--- src/rtl/traffic_light_pkg.sv ---
// Shared lamp codes, phase encoding and FSM state type for the traffic light
// monitor and the matching generator.
package traffic_light_pkg;

   // One-hot lamp codes as seen on lights[2:0] = {Red, Yellow, Green}
   localparam logic [2:0] LIGHT_GREEN  = 3'b001;
   localparam logic [2:0] LIGHT_YELLOW = 3'b010;
   localparam logic [2:0] LIGHT_RED    = 3'b100;

   typedef enum logic [1:0] {
      PH_GREEN   = 2'b00,
      PH_YELLOW  = 2'b01,
      PH_RED     = 2'b10,
      PH_UNKNOWN = 2'b11
   } phase_e;

   typedef enum logic {
      ST_SYNC  = 1'b0,
      ST_TRACK = 1'b1
   } state_e;

   // The only phase that may legally follow p
   function automatic phase_e next_phase(input phase_e p);
      case (p)
         PH_GREEN:  return PH_YELLOW;
         PH_YELLOW: return PH_RED;
         PH_RED:    return PH_GREEN;
         default:   return PH_UNKNOWN;
      endcase
   endfunction

endpackage

--- src/rtl/traffic_light_decode.sv ---
// Combinational one-hot check and lamp-code to phase decode.
module traffic_light_decode
   import traffic_light_pkg::*;
(
   input  logic [2:0] code_i,
   output logic       valid_o,
   output phase_e     phase_o
);

   // 000 and multi-hot codes are invalid and decode to PH_UNKNOWN
   always_comb begin
      valid_o = 1'b1;
      phase_o = PH_UNKNOWN;
      case (code_i)
         LIGHT_GREEN:  phase_o = PH_GREEN;
         LIGHT_YELLOW: phase_o = PH_YELLOW;
         LIGHT_RED:    phase_o = PH_RED;
         default:      valid_o = 1'b0;
      endcase
   end

endmodule

--- src/rtl/traffic_light_monitor.sv ---
// Traffic light sequence monitor: locks onto a valid lamp code, then checks
// order (G->Y->R->G), minimum/maximum dwell per phase, and counts full cycles.
// Expects MAX_DWELL >= MIN_DWELL >= 1.
module traffic_light_monitor
   import traffic_light_pkg::*;
#(
   parameter int MIN_DWELL = 1,
   parameter int MAX_DWELL = 8,
   parameter int CNT_W     = 8
) (
   input  logic             clk,
   input  logic             reset,
   input  logic [2:0]       lights,
   input  logic             err_clr,
   output logic [1:0]       phase,
   output logic             locked,
   output logic             err_code,
   output logic             err_seq,
   output logic             err_dwell,
   output logic             err_sticky,
   output logic [CNT_W-1:0] cycle_count
);

   // Dwell must be able to hold MAX_DWELL+1, the value that flags overstay
   localparam int DW_W = $clog2(MAX_DWELL + 2);
   localparam logic [DW_W-1:0] DW_MIN  = DW_W'(MIN_DWELL);
   localparam logic [DW_W-1:0] DW_OVER = DW_W'(MAX_DWELL + 1);
   localparam logic [DW_W-1:0] DW_ONE  = DW_W'(1);

   logic   code_valid;
   phase_e code_phase;

   state_e           state_q,     state_d;
   phase_e           phase_q,     phase_d;
   logic [DW_W-1:0]  dwell_q,     dwell_d;
   logic [CNT_W-1:0] count_q,     count_d;
   logic             err_code_q,  err_code_d;
   logic             err_seq_q,   err_seq_d;
   logic             err_dwell_q, err_dwell_d;
   logic             sticky_q,    sticky_d;
   logic [DW_W-1:0]  dwell_inc;

   traffic_light_decode u_decode (
      .code_i  (lights),
      .valid_o (code_valid),
      .phase_o (code_phase)
   );

   assign dwell_inc = dwell_q + DW_ONE;

   // Next-state: each branch raises at most one error pulse; any error drops to SYNC
   always_comb begin
      state_d     = state_q;
      phase_d     = phase_q;
      dwell_d     = dwell_q;
      count_d     = count_q;
      err_code_d  = 1'b0;
      err_seq_d   = 1'b0;
      err_dwell_d = 1'b0;
      case (state_q)
         ST_SYNC: begin
            if (code_valid) begin
               state_d = ST_TRACK;
               phase_d = code_phase;
               dwell_d = DW_ONE;
            end else begin
               phase_d = PH_UNKNOWN;
               dwell_d = '0;
            end
         end
         default: begin
            if (!code_valid) begin
               err_code_d = 1'b1;
            end else if (code_phase == phase_q) begin
               // Dwell saturates at MAX_DWELL+1; reaching it is the overstay
               dwell_d = dwell_inc;
               if (dwell_inc == DW_OVER) err_dwell_d = 1'b1;
            end else if (code_phase == next_phase(phase_q) && dwell_q >= DW_MIN) begin
               phase_d = code_phase;
               dwell_d = DW_ONE;
               if (phase_q == PH_RED) count_d = count_q + 1'b1;
            end else begin
               err_seq_d = 1'b1;
            end
            if (err_code_d || err_seq_d || err_dwell_d) begin
               state_d = ST_SYNC;
               phase_d = PH_UNKNOWN;
            end
         end
      endcase
      // A new error wins over a simultaneous clear
      if (err_code_d || err_seq_d || err_dwell_d) sticky_d = 1'b1;
      else if (err_clr)                           sticky_d = 1'b0;
      else                                        sticky_d = sticky_q;
   end

   // State and registered outputs, synchronous reset overriding everything
   always_ff @(posedge clk) begin
      if (reset) begin
         state_q     <= ST_SYNC;
         phase_q     <= PH_UNKNOWN;
         dwell_q     <= '0;
         count_q     <= '0;
         err_code_q  <= 1'b0;
         err_seq_q   <= 1'b0;
         err_dwell_q <= 1'b0;
         sticky_q    <= 1'b0;
      end else begin
         state_q     <= state_d;
         phase_q     <= phase_d;
         dwell_q     <= dwell_d;
         count_q     <= count_d;
         err_code_q  <= err_code_d;
         err_seq_q   <= err_seq_d;
         err_dwell_q <= err_dwell_d;
         sticky_q    <= sticky_d;
      end
   end

   assign phase       = phase_q;
   assign locked      = (state_q == ST_TRACK);
   assign err_code    = err_code_q;
   assign err_seq     = err_seq_q;
   assign err_dwell   = err_dwell_q;
   assign err_sticky  = sticky_q;
   assign cycle_count = count_q;

endmodule

--- config.mk ---
export PLATFORM = sky130hd
export DESIGN_NAME = traffic_light_monitor
export DESIGN_NICKNAME = d
export VERILOG_FILES = /design/src/rtl/traffic_light_pkg.sv /design/src/rtl/traffic_light_decode.sv /design/src/rtl/traffic_light_monitor.sv
export SDC_FILE = /design/constraint.sdc
export NUM_CORES = 1
export LEC_CHECK = 0
export BUFFER_PORTS_ARGS = -buffer_cell sky130_fd_sc_hd__buf_2
export CORE_UTILIZATION = 45
export CTS_CLUSTER_DIAMETER = 40
export DETAILED_ROUTE_END_ITERATION = 7
export PLACE_DENSITY = 0.67
export SKIP_CTS_REPAIR_TIMING = 1
export SYNTH_ARGS = -nofsm -noshare
export SYNTH_HDL_FRONTEND = slang
export SYNTH_HIERARCHICAL = 1
export SYNTH_SLANG_ARGS = --single-unit
export TNS_END_PERCENT = 20
--- constraint.sdc ---
create_clock -name clk -period 5.01 [get_ports clk]
set_input_delay 0.2505 -clock clk [delete_from_list [all_inputs] [get_ports clk]]
set_output_delay 0.2505 -clock clk [all_outputs]
set_load 0.01 [all_outputs]
==> out/qor.yml, run 1 <==
maxCapViolCount: 0
worstSetupPathType: "reg -> reg"
ys_async_sr_fraction: 0
r2r_cells: 6
grt_overflow: 0
path_clk_slew_ns: 0.11
crit_required_ns: 5.22
cts_tree: "done"
syn_area_per_cell_um2: 8.534
setup.worst_path.start_class: "register"
fp.dieW_um: 51.27
ios: 21
yosys_register_bits: 19
rows: 17
first_pass_iters: 4
cts_root_buffer: "clkbuf_4"
dp_cells: 171
htreeDepth: 1
cts_buffers: 3
synth_mux_area_frac: 0.05040
final.period_utilization: 0.4803
dp_hpwl_um: 1679
antenna_cells: 0
antenna_left: 0
ys_types: 38
min_path_cells: 4
synth_top_cell_by_area: "dfxtp_1"
p_total_uw: 286.6
grt_pass1_vias: 850
place.port_buffers: 20
synth_top_family_by_area: "simple AND/OR/NAND/NOR gates"
synth.yosys.seq_area_share: 0.3482
synthTopCellsByCount: "dfxtp_1 (19), inv_1 (10), nand2_1 (10)"
wl_per_cell_um: 13.13
fp.dieH_um: 51.27
grt_pass1_wl_um: 3857
initial_core_util: 0.4845
dieArea_um2: 2628
synthesis.nets: 142
nets: 162
fin_crit_ns: 2.406
yosysWarnings: 6
synth-edff-count: 0
place.gp.congestion: 0.7710
first_iter_violations: 7
peakVddDrop_mv: 0.1323
worst_pin_slew_ns: 0.8580
grt_use_total: 0.2010
drc: 0
ys.flop_type: "dfxtp_1"
routed_wirelength_um: 2298
setup_viol: 0
viasPerCell: 5.554
worstPathArrival_ns: 2.61
r2r_end: "cycle_count[5]$_SDFFE_PP0P_"
area_delta_synth_final_pct: 12.37
reg2reg_from: "phase[1]$_SDFFE_PP1P_"
core_area_um2: 2255
crit_start: "phase[1]$_SDFFE_PP1P_"
ys_top_cells_by_area: "dfxtp_1 (35%), ha_1 (9.2%), mux2_2 (4.1%), xor2_1 (4.0%), inv_1 (3.4%)"
hold_viol: 0
drive_above_1_share: 0.1973
cts_buffer_depth: 2
fin_cells: 175
synth_compound_area_frac: 0.1592
netlist_instances: 128
p_leak_uw: 0.0005301
yosys.area_share.adder: 0.09164
grt_max_degree: 20
netlist.area_leader.share: 0.3482
fin_skew_ns: 0.004430
rsz0062_at_grt: "no"
ff2ff_setup_slack_ns: 2.60
path_max_fanout: 15
clk_latency_ns: 0.31
cp-end-kind: "register"
holdCritStartpoint: "err_clr"
drv_slew: 0
vias: 972
yosys.area_share.simple: 0.2440
clkSinkCount: 19
max_slew_margin: 0.4274
synth.most_common_cell: "dfxtp_1"
power_density_nw_per_um2: 233.5
antenna_found_initial: 0
fmax_mhz: 415.6
status: "completed"
finalSetupTns_ns: 0
synthXorXnorAreaFrac: 0.04811
hold_class: "in -> reg"
holdPathEnd: "err_sticky$_SDFFE_PP0P_"
syn_area_um2: 1092
-- worst max path at each step --
stage	end	slack, ns
after global routing	cycle_count[7]$_SDFFE_PP0P_	2.41
final	cycle_count[5]$_SDFFE_PP0P_	2.60
after global placement	cycle_count[5]$_SDFFE_PP0P_	2.51
after CTS	cycle_count[7]$_SDFFE_PP0P_	2.60
after detailed placement	cycle_count[7]$_SDFFE_PP0P_	2.32
after floorplan	cycle_count[4]$_SDFFE_PP0P_	2.85
-- cells by family after synthesis --
logic type	after synthesis
flip-flops	19
AO/OA/AOI/OAI	25
XOR/XNOR	6
buffers and inverters	15
multiplexers	5
adder cells (fa/ha/maj)	8
AND/OR/NAND/NOR	50
-- where the power goes --
part	switching [uW]	internal [uW]
sequential	3.67	154
clock	49.2	31.2
combinational	31.8	16.6
total	84.7	202
-- area by class of cell --
class,count,area (um^2)
multi-input cells,94,648.1
clock buffers,4,26.28
repair buffers,20,100.1
flip-flops and latches,19,380.4
well taps,28,35.03
fillers,231,1027
inverters,10,37.54
-- layout by cell type (no fill, tap or decap), types with 3 or more instances in the layout --
cell | synthesis | layout
nor4_1 | 4 | 4
nand3_1 | 5 | 5
nor2_1 | 8 | 8
nor3_1 | 3 | 3
nand4_1 | 3 | 3
o21ai_0 | 5 | 5
nor2b_1 | 6 | 6
dfxtp_1 | 19 | 19
nand2_1 | 10 | 10
mux2_2 | 4 | 4
buf_2 | 0 | 20
a21oi_1 | 4 | 4
inv_1 | 10 | 10
xor2_1 | 5 | 5
ha_1 | 8 | 8
clkbuf_4 | 0 | 3
-- stage by stage --
stage / setup slack, ns / hold slack, ns / area [um^2] / util
finish: 2.604 / 0.2293 / 1227 / 0.5444
global route: 2.406 / 0.2667 / 1227 / 0.5444
CTS: 2.603 / 0.2186 / 1227 / 0.5444
detailed placement: 2.324 / 0.4878 / 1201 / 0.5327
global placement: 2.506 / 0.4854 / 1201 / 0.5327
floorplan: 2.851 / 0.4583 / 1092 / -
-- worst max-delay path, stage by stage, from the launching register on --
cell     delay (ns)
dfxtp_1        0.44
inv_1          0.07
ha_1           0.19
or3_1          0.37
a211o_1        0.47
nor4_1         0.40
mux2_2         0.37
-- sequential cells by signal (all words and copies together) (netlist names) --
register and cells:
cycle_count 8, dwell_q 4, phase 2, err_code 1, err_dwell 1, err_seq 1
err_sticky 1, locked 1
-- routing by layer --
layer  GRT usage  vias up  routed length (um)
met5           0        -                   0
met4      0.1261        0                  54
met3     0.03571        5                  77
met2      0.3048       18                1045
met1      0.2613      460                1120
li1            -      489                   -
Note: power is estimated with default switching activity, not from simulation.
==> inputs of run 2 (changes only) <==
- PLACE_DENSITY: 0.67 -> 0.7
- clock period: 5.01 -> 2.2 ns (I/O delays scaled with it)
==> out/qor.yml, run 2 (synthesis results as in run 1) <==
cts_tree: "done"
grt_pass1_vias: 904  # +6.4%
stdcell_area_um2: 1378  # +12%
crit_required_ns: 2.44  # -2.78 ns
setup_viol: 0  # unchanged
vias: 1004  # +3.3%
antenna_cells: 0  # unchanged
final_cell_mix: "buf_2 (20), dfxtp_1 (17), inv_1 (10), nand2_1 (10), buf_4 (9)"
routed_wirelength_um: 2276  # -0.96%
dieArea_um2: 2628  # unchanged
worst_pin_slew_ns: 0.4589  # -0.3991 ns
worstSetupPathType: "reg -> reg"
drive_above_1_share: 0.3121  # +0.1148
ios: 21  # unchanged
hold_class: "in -> reg"
placed_area_um2: 1261  # +5.0%
p_leak_uw: 0.0006225  # +17%
fmax_mhz: 472.5  # +14%
clk_latency_ns: 0.31  # about the same
dp_slack_ns: -0.03119  # -2.356 ns
clkSinkCount: 19  # unchanged
antenna_found_initial: 0  # unchanged
fp.dieW_um: 51.27  # unchanged
status: "completed"
fin_ws_ns: 0.08363  # -2.520 ns
nets: 172  # +6.2%
dp_hpwl_um: 1618  # -3.6%
htreeDepth: 1  # unchanged
drv_slew: 0  # unchanged
grt_pass1_wl_um: 3732  # -3.2%
max_slew_margin: 0.6912  # +0.2638
maxCapViolCount: 0  # unchanged
cp-end-kind: "register"
initial_core_util: 0.4845  # unchanged
wl_per_cell_um: 12.30  # -6.3%
rows: 17  # unchanged
drc: 0  # unchanged
viasPerCell: 5.427  # -2.3%
finalSetupTns_ns: 0  # unchanged
first_pass_iters: 4  # unchanged
grt_max_degree: 20  # unchanged
fin_skew_ns: 0.007202  # +0.002772 ns
path_clk_slew_ns: 0.11  # about the same
fp.dieH_um: 51.27  # unchanged
cts_root_buffer: "clkbuf_4"
core_area_um2: 2255  # unchanged
area_delta_synth_final_pct: 26.12
place.gp.congestion: 0.7943  # +3.0%
layout_commonest_cell: "buf_2"
largest_reg_flops: 8  # unchanged
final.period_utilization: 0.9620  # +0.4817
grt_use_total: 0.1877  # -0.01330
path_max_fanout: 5  # -10
power_density_nw_per_um2: 499.4  # +110%
place.port_buffers: 20  # unchanged
cts_buffers: 3  # unchanged
worstPathArrival_ns: 2.35  # -0.26 ns
fin_cells: 185  # +5.7%
dp_cells: 179  # +4.7%
antenna_left: 0  # unchanged
first_iter_violations: 11  # +4
rsz0062_at_grt: "no"
cts_buffer_depth: 2  # unchanged
grt_overflow: 0  # unchanged
peakVddDrop_mv: 0.4159  # +210%
fin_crit_ns: 2.116  # -0.2898 ns
hold_viol: 0  # unchanged
setup.worst_path.start_class: "register"
## run 2: cell count changes in the layout (fill, tap and decap cells not counted), moves of 2 or more
cell	previous run	this run
buf_4	0	9
nor4_1	4	1
nor4_4	0	3
dfxtp_1	19	17
dfxtp_2	0	2
## run 2: through the flow
stage | total power, uW | utilization | hold slack [ns]
2_1_floorplan | 451.9 | - | 0.3178
3_3_place_gp | 491.0 | 0.5594 | 0.4202
3_5_place_dp | 491.6 | 0.5594 | 0.4379
4_1_cts | 665.3 | 0.5716 | 0.1134
5_1_grt | 731.5 | 0.6110 | 0.09276
6_report | 688.0 | 0.6110 | 0.09621
## run 2: report_power, final
| part | total (uW) | internal, uW | leakage (uW) | switching [uW] |
|---|---|---|---|---|
| clock | 182 | 67.9 | 0.0000177 | 114 |
| combinational | 147 | 62.6 | 0.000452 | 84.4 |
| sequential | 359 | 351 | 0.000153 | 7.43 |
## run 2: layout make-up
class	instances	area, um^2
fillers	213	877.1
multi-input cells	95	726.9
flip-flops and latches	19	382.9
repair buffers	29	167.7
inverters	10	37.54
well taps	28	35.03
clock buffers	3	22.52
clock inverters	1	5.005
## run 2: routing by layer
metal / global-route usage / part of all wire / vias to the layer above / wire length [um]
li1: - / - / 515 / -
met1: 0.2369 / 0.49 / 463 / 1114
met2: 0.3092 / 0.46 / 20 / 1037
met3: 0.02679 / 0.034 / 6 / 77
met4: 0.09459 / 0.020 / 0 / 46
met5: 0 / 0 / - / 0
## run 2: path summary, 6_finish.rpt
check,start,endpoint,slack [ns],cells after the start
worst max-delay path,phase[1]$_SDFFE_PP1P_,cycle_count[3]$_SDFFE_PP0P_,0.08,6
worst min-delay path,err_clr,err_sticky$_SDFFE_PP0P_,0.1,4
worst min register to register,dwell_q[1]$_SDFFE_PP0P_,dwell_q[1]$_SDFFE_PP0P_,0.50,2
worst max register to register,phase[1]$_SDFFE_PP1P_,cycle_count[3]$_SDFFE_PP0P_,0.08,6
## run 2: worst max-delay path, cell delays in order, from the launching register on
cell     delay (ns)
dfxtp_2        0.34
buf_4          0.13
ha_1           0.19
or3_4          0.34
a211o_4        0.39
or4_1          0.51
a21oi_1        0.16
